===== src/rtl/rf_write_arbiter_if.sv =====
// Writeback request/grant bundle for the register-file write arbiter.
// Carries the two requester handshakes and the register-file write port.
interface rf_write_arbiter_if #(
   parameter int DW = 32,
   parameter int AW = 5
);
   logic          alu_valid;
   logic [AW-1:0] alu_reg;
   logic [DW-1:0] alu_data;
   logic          alu_ready;

   logic          mem_valid;
   logic [AW-1:0] mem_reg;
   logic [DW-1:0] mem_data;
   logic          mem_ready;

   logic          rf_we;
   logic [AW-1:0] rf_waddr;
   logic [DW-1:0] rf_wdata;

   // master = requesters plus register file; slave = the arbiter
   modport master (
      output alu_valid, alu_reg, alu_data,
      input  alu_ready,
      output mem_valid, mem_reg, mem_data,
      input  mem_ready,
      input  rf_we, rf_waddr, rf_wdata
   );

   modport slave (
      input  alu_valid, alu_reg, alu_data,
      output alu_ready,
      input  mem_valid, mem_reg, mem_data,
      output mem_ready,
      output rf_we, rf_waddr, rf_wdata
   );
endinterface


===== src/rtl/rf_write_arbiter.sv =====
// Round-robin arbiter sharing the register-file write port between ALU and
// load writeback, with a registered write stage and a contention counter.
module rf_write_arbiter #(
   parameter int DW = 32,
   parameter int AW = 5,
   parameter int CW = 16
) (
   input  logic          clock,
   input  logic          reset_n,
   rf_write_arbiter_if.slave bus,
   output logic          rr_pri,
   output logic [CW-1:0] conflict_cnt
);
   localparam int NREQ = 2;

   // index 0 = ALU, index 1 = MEM
   logic [NREQ-1:0]         req_vld;
   logic [NREQ-1:0][AW-1:0] req_reg;
   logic [NREQ-1:0][DW-1:0] req_dat;
   logic [NREQ-1:0]         gnt;
   logic                    sel;
   logic                    any_gnt;

   logic          we_q;
   logic [AW-1:0] waddr_q;
   logic [DW-1:0] wdata_q;

   assign req_vld = {bus.mem_valid, bus.alu_valid};
   assign req_reg = {bus.mem_reg,   bus.alu_reg};
   assign req_dat = {bus.mem_data,  bus.alu_data};

   // A requester wins when alone, or when both ask and it holds priority.
   // Gating with reset_n keeps both readys low while reset is asserted.
   for (genvar gi = 0; gi < NREQ; gi++) begin : g_gnt
      assign gnt[gi] = reset_n & req_vld[gi] &
                       (~req_vld[NREQ-1-gi] | (rr_pri == 1'(gi)));
   end

   assign sel     = gnt[1];
   assign any_gnt = |gnt;

   assign bus.alu_ready = gnt[0];
   assign bus.mem_ready = gnt[1];

   always_ff @(posedge clock or negedge reset_n) begin
      if (!reset_n) begin
         we_q         <= 1'b0;
         waddr_q      <= '0;
         wdata_q      <= '0;
         rr_pri       <= 1'b0;
         conflict_cnt <= '0;
      end else begin
         // $0 requests complete the handshake but never raise the write enable
         we_q <= any_gnt && (req_reg[sel] != '0);
         if (any_gnt) begin
            waddr_q <= req_reg[sel];
            wdata_q <= req_dat[sel];
            rr_pri  <= ~sel;
         end
         if ((&req_vld) && (conflict_cnt != '1))
            conflict_cnt <= conflict_cnt + 1'b1;
      end
   end

   assign bus.rf_we    = we_q;
   assign bus.rf_waddr = waddr_q;
   assign bus.rf_wdata = wdata_q;
endmodule


===== src/flat_wrapper.sv =====
// flat-port wrapper written by rule: the top's interface ports become plain ports
module rf_write_arbiter_flat 
#(
   parameter int DW = 32,
   parameter int AW = 5,
   parameter int CW = 16
)
  (clock, reset_n, rr_pri, conflict_cnt, bus_alu_valid, bus_alu_reg, bus_alu_data, bus_alu_ready, bus_mem_valid, bus_mem_reg, bus_mem_data, bus_mem_ready, bus_rf_we, bus_rf_waddr, bus_rf_wdata);
  rf_write_arbiter_if #(.DW(DW), .AW(AW)) bus_i ();
  input  logic clock;
  input  logic reset_n;
  output logic rr_pri;
  output logic [CW-1:0] conflict_cnt;
  input wire logic [$bits(bus_i.alu_valid)-1:0] bus_alu_valid;
  input wire logic [$bits(bus_i.alu_reg)-1:0] bus_alu_reg;
  input wire logic [$bits(bus_i.alu_data)-1:0] bus_alu_data;
  output wire logic [$bits(bus_i.alu_ready)-1:0] bus_alu_ready;
  input wire logic [$bits(bus_i.mem_valid)-1:0] bus_mem_valid;
  input wire logic [$bits(bus_i.mem_reg)-1:0] bus_mem_reg;
  input wire logic [$bits(bus_i.mem_data)-1:0] bus_mem_data;
  output wire logic [$bits(bus_i.mem_ready)-1:0] bus_mem_ready;
  output wire logic [$bits(bus_i.rf_we)-1:0] bus_rf_we;
  output wire logic [$bits(bus_i.rf_waddr)-1:0] bus_rf_waddr;
  output wire logic [$bits(bus_i.rf_wdata)-1:0] bus_rf_wdata;
  assign bus_i.alu_valid = bus_alu_valid;
  assign bus_i.alu_reg = bus_alu_reg;
  assign bus_i.alu_data = bus_alu_data;
  assign bus_alu_ready = bus_i.alu_ready;
  assign bus_i.mem_valid = bus_mem_valid;
  assign bus_i.mem_reg = bus_mem_reg;
  assign bus_i.mem_data = bus_mem_data;
  assign bus_mem_ready = bus_i.mem_ready;
  assign bus_rf_we = bus_i.rf_we;
  assign bus_rf_waddr = bus_i.rf_waddr;
  assign bus_rf_wdata = bus_i.rf_wdata;
  rf_write_arbiter #(.DW(DW), .AW(AW), .CW(CW)) u_core (.clock(clock), .reset_n(reset_n), .bus(bus_i), .rr_pri(rr_pri), .conflict_cnt(conflict_cnt));
endmodule

===== config.mk =====
export PLATFORM = sky130hd
export DESIGN_NAME = rf_write_arbiter_flat
export DESIGN_NICKNAME = d
export VERILOG_FILES = /design/src/rtl/rf_write_arbiter_if.sv /design/src/rtl/rf_write_arbiter.sv /design/src/flat_wrapper.sv
export SDC_FILE = /design/constraint.sdc
export NUM_CORES = 1
export LEC_CHECK = 0
export BUFFER_PORTS_ARGS = -buffer_cell sky130_fd_sc_hd__buf_2
export CORE_MARGIN = 2
export CORE_UTILIZATION = 35
export CTS_CLUSTER_SIZE = 28
export DETAILED_ROUTE_END_ITERATION = 8
export PLACE_DENSITY = 0.65
export SETUP_SLACK_MARGIN = 0.05
export SLEW_MARGIN = 0
export SYNTH_ARGS = -nofsm -noshare
export SYNTH_HDL_FRONTEND = slang
export SYNTH_SLANG_ARGS = --single-unit
export TNS_END_PERCENT = 100

===== constraint.sdc =====
create_clock -name clock -period 2.85 [get_ports clock]
set_input_delay 0.1425 -clock clock [delete_from_list [all_inputs] [get_ports clock]]
set_output_delay 0.1425 -clock clock [all_outputs]
set_load 0.03 [all_outputs]

==> flow_summary_export.csv <==
group,metric,value,unit
status,outcome,"finished clean",
placement,dp_hpwl,4690,µm
sta,finalWorstSetupSlack,715,ps
floorplan,dieHeight,88.1,µm
clocking,clk_path_buf_depth,2,
sta,finClkSkew,5.19,ps
logic_synthesis,syn_area_per_cell,10.1,µm²
clocking,cts-root-buf,"clkbuf_8",
finish,fillerInstances,671,
global_route,grt_max_degree,56,
floorplan,num_rows,30,
floorplan,ios,135,
clocking,htreeDepth,2,
min_path,hold_class,"in2reg",
drt,vias,2309,
setup_path,worstSetupEndpointType,"flip-flop",
drt,firstDrtPassIters,4,
global_route,antenna_found_initial,0,
power_and_ir_drop,power.total,2.21,mW
flow_run,drv_cap,0,
global_route,grt_pass1_vias,2177,
setup_path,cpMaxStageDelayCell,"buf_4",
power_and_ir_drop,p_per_area,656,mW/mm²
power_and_ir_drop,swShare,0.382,
placement,portBuffers,134,
global_route,gr-total-overflow,0,
setup_path,arrival,2330,ps
power_and_ir_drop,combPwrFrac,0.327,
finish,fin_cells,479,
logic_synthesis,synth_cell_types,35,
setup_path,worst-path-buf-inv,3,
power_and_ir_drop,leakagePower,1.70,nW
global_route,grt_pass1_wl,9820,µm
logic_synthesis,synth_top_cell_area_share,0.556,
sta,timing.hold.ws,70.9,ps
logic_synthesis,synth-warning-count,0,
sta,setup_violations,0,
finish,nets,461,
clocking,numCtsBuffers,5,
power_and_ir_drop,p_switching,0.845,mW
floorplan,coreArea,0.00683,mm²
clocking,cts_tree,"built",
finish,area_growth_syn_to_layout,36.2,%
power_and_ir_drop,intPower,1.37,mW
sta,tightest_slew,942,ps
logic_synthesis,synth-seq-area-share,0.556,
drt,antenna_left,0,
sta,drv_slew,0,
sta,fin_tns_setup,0,ps
sta,hold_viol_final,0,
drt,wl_per_cell,13.2,µm
setup_path,crit_family,"buffers and inverters",
sta,min_period,2140,ps
drt,vias_per_cell,4.82,
drt,initialDrtViolationCount,95,
setup_path,cp-start-kind,"input pin",
logic_synthesis,synth_area_leader_cell,"dfrtp_1",
finish,drive_gt1_frac,0.415,
sta,timing.final.crit_share,0.749,
logic_synthesis,syn_inst,246,
setup_path,crit_fanout,55,
clocking,cts.sinks,55,
drt,dr_wl_met2,3020,µm
logic_synthesis,ys_top_cells_by_area,"dfrtp_1 56%, nor2_1 10%, o22ai_1 8.1%, xor2_1 3.5%, mux2i_1 2.0%",
placement,place_area,0.00326,mm²
finish,final_common_cell,"buf_2",
power_and_ir_drop,seqPwrFrac,0.465,
clocking,clock_latency,300,ps
setup_path,crit_chain,"dlygate4sd3_1, buf_2, buf_4, o21ai_0, a311oi_1",
placement,place_inst,470,
clocking,ctsResizeCount,0,
clocking,postCtsSetupBuffers,0,
placement,post-place-ws,847,ps
finish,layout_common_cells,"134 x buf_2, 68 x nor2_1, 55 x dfrtp_1, 32 x o22ai_1, 11 x nand2_1",
finish,postLayoutCoreUtil,0.493,
logic_synthesis,syn_area,0.00247,mm²
clocking,path_clk_slew,90,ps
power_and_ir_drop,pwr-share-clk,0.208,
drt,maxUsedRoutingLayer,"met4",
sta,maxSlewHeadroom,0.365,
drt,met3_length,384,µm
logic_synthesis,ys_seq_elements,55,
drt,drc,0,
power_and_ir_drop,ir_worst_vdd,295,µV
setup_path,worstSetupPathType,"in2reg",
floorplan,start_util,0.362,
floorplan,die_w,88.1,µm
global_route,grt_use_total,0.161,
drt,wl,6300,µm
sta,rsz0062_at_grt,"false",
finish,n_antenna_cell,0,
sta,fmax,468,MHz
floorplan,die-area,0.00776,mm²
logic_synthesis,synth.net_count,325,
setup_path,max_stage_delay,580,ps
finish,final_area,0.00337,mm²
placement,gp_congestion,0.822,
drt,wl_met1,2820,µm
setup_path,cp_data_required_time,3050,ps
## final cells by class
type | count | area [µm²] | share of cell area
flip-flops and latches | 55 | 1380 | 0.408
multi-input cells | 177 | 1040 | 0.310
repair buffers | 140 | 718 | 0.213
well taps | 96 | 120 | 0.0356
clock buffers | 8 | 100 | 0.0297
inverters | 3 | 11.3 | 0.00334
## per-layer routing
metal,global-route usage,vias to the layer above
li1,-,1138
met4,0.0413,0
met1,0.207,1085
met2,0.278,81
met5,0,-
met3,0.0330,5
## worst reg2reg max path, cell delays in order (launching register included)
cell and delay (ps):
dfrtp_1 410, ha_1 240, nand4_2 160, nor4_4 460
and2b_2 280, xor2_1 130
## cell usage after synthesis, drive strengths merged
master,number
buf,2
o211ai,1
o21a,1
nand3,7
nor2,69
nand4,4
a31oi,1
and2b,1
o22ai,32
inv,3
or4,1
mux2,2
a21oi,1
mux2i,5
o21ai,6
nor4,3
ha,1
nor3b,1
a311oi,1
dfrtp,55
or3,1
and4,3
nand2,12
xor2,10
nand4b,2
xnor2,4
nor3,8
clkbuf,9
## power by group through the flow
stage	Sequential, mW	Combinational [mW]	Clock [mW]
final	1.03	0.723	0.459
after global routing	1.05	0.781	0.513
after CTS	1.03	0.733	0.480
after detailed placement	1.04	0.732	0
after global placement	1.04	0.721	0
after floorplan	1.30	0.195	0
## flip-flops by register name, summed over array words and instances, names as in the netlist
name / count
u_core.bus.rf_we: 1
u_core.rr_pri: 1
u_core.bus.rf_wdata: 32
u_core.conflict_cnt: 16
u_core.bus.rf_waddr: 5
## worst paths after layout
path,end,slack (ps),cells past startpoint,startpoint
setup / recovery,u_core.bus.rf_we,710,5,reset_n
hold / removal,u_core.bus.rf_wdata[20],70,3,bus_alu_data[20]
setup reg to reg,u_core.conflict_cnt[5],1060,5,u_core.conflict_cnt[0]
hold reg to reg,u_core.bus.rf_waddr[3],490,2,u_core.bus.rf_waddr[3]
max in group asynchronous,u_core.bus.rf_wdata[22],1770,3,reset_n
min in group asynchronous,u_core.rr_pri,190,2,reset_n
## kinds of logic after synthesis
family / Yosys count / synth area share
and+or+nand+nor: 112 / 0.231
DFF: 55 / 0.556
AOI/OAI and AO/OA: 43 / 0.107
xor gates and xnor gates: 14 / 0.0495
buffers and inverters: 14 / 0.0217
muxes: 7 / 0.0293
adders and majority gates: 1 / 0.00505
## repair_timing
action,CTS,global route
endpoints found under the setup margin,0,0
endpoints found under the hold margin,1,0
hold buffers,1,0
Note: power is estimated with default switching activity, not from simulation.
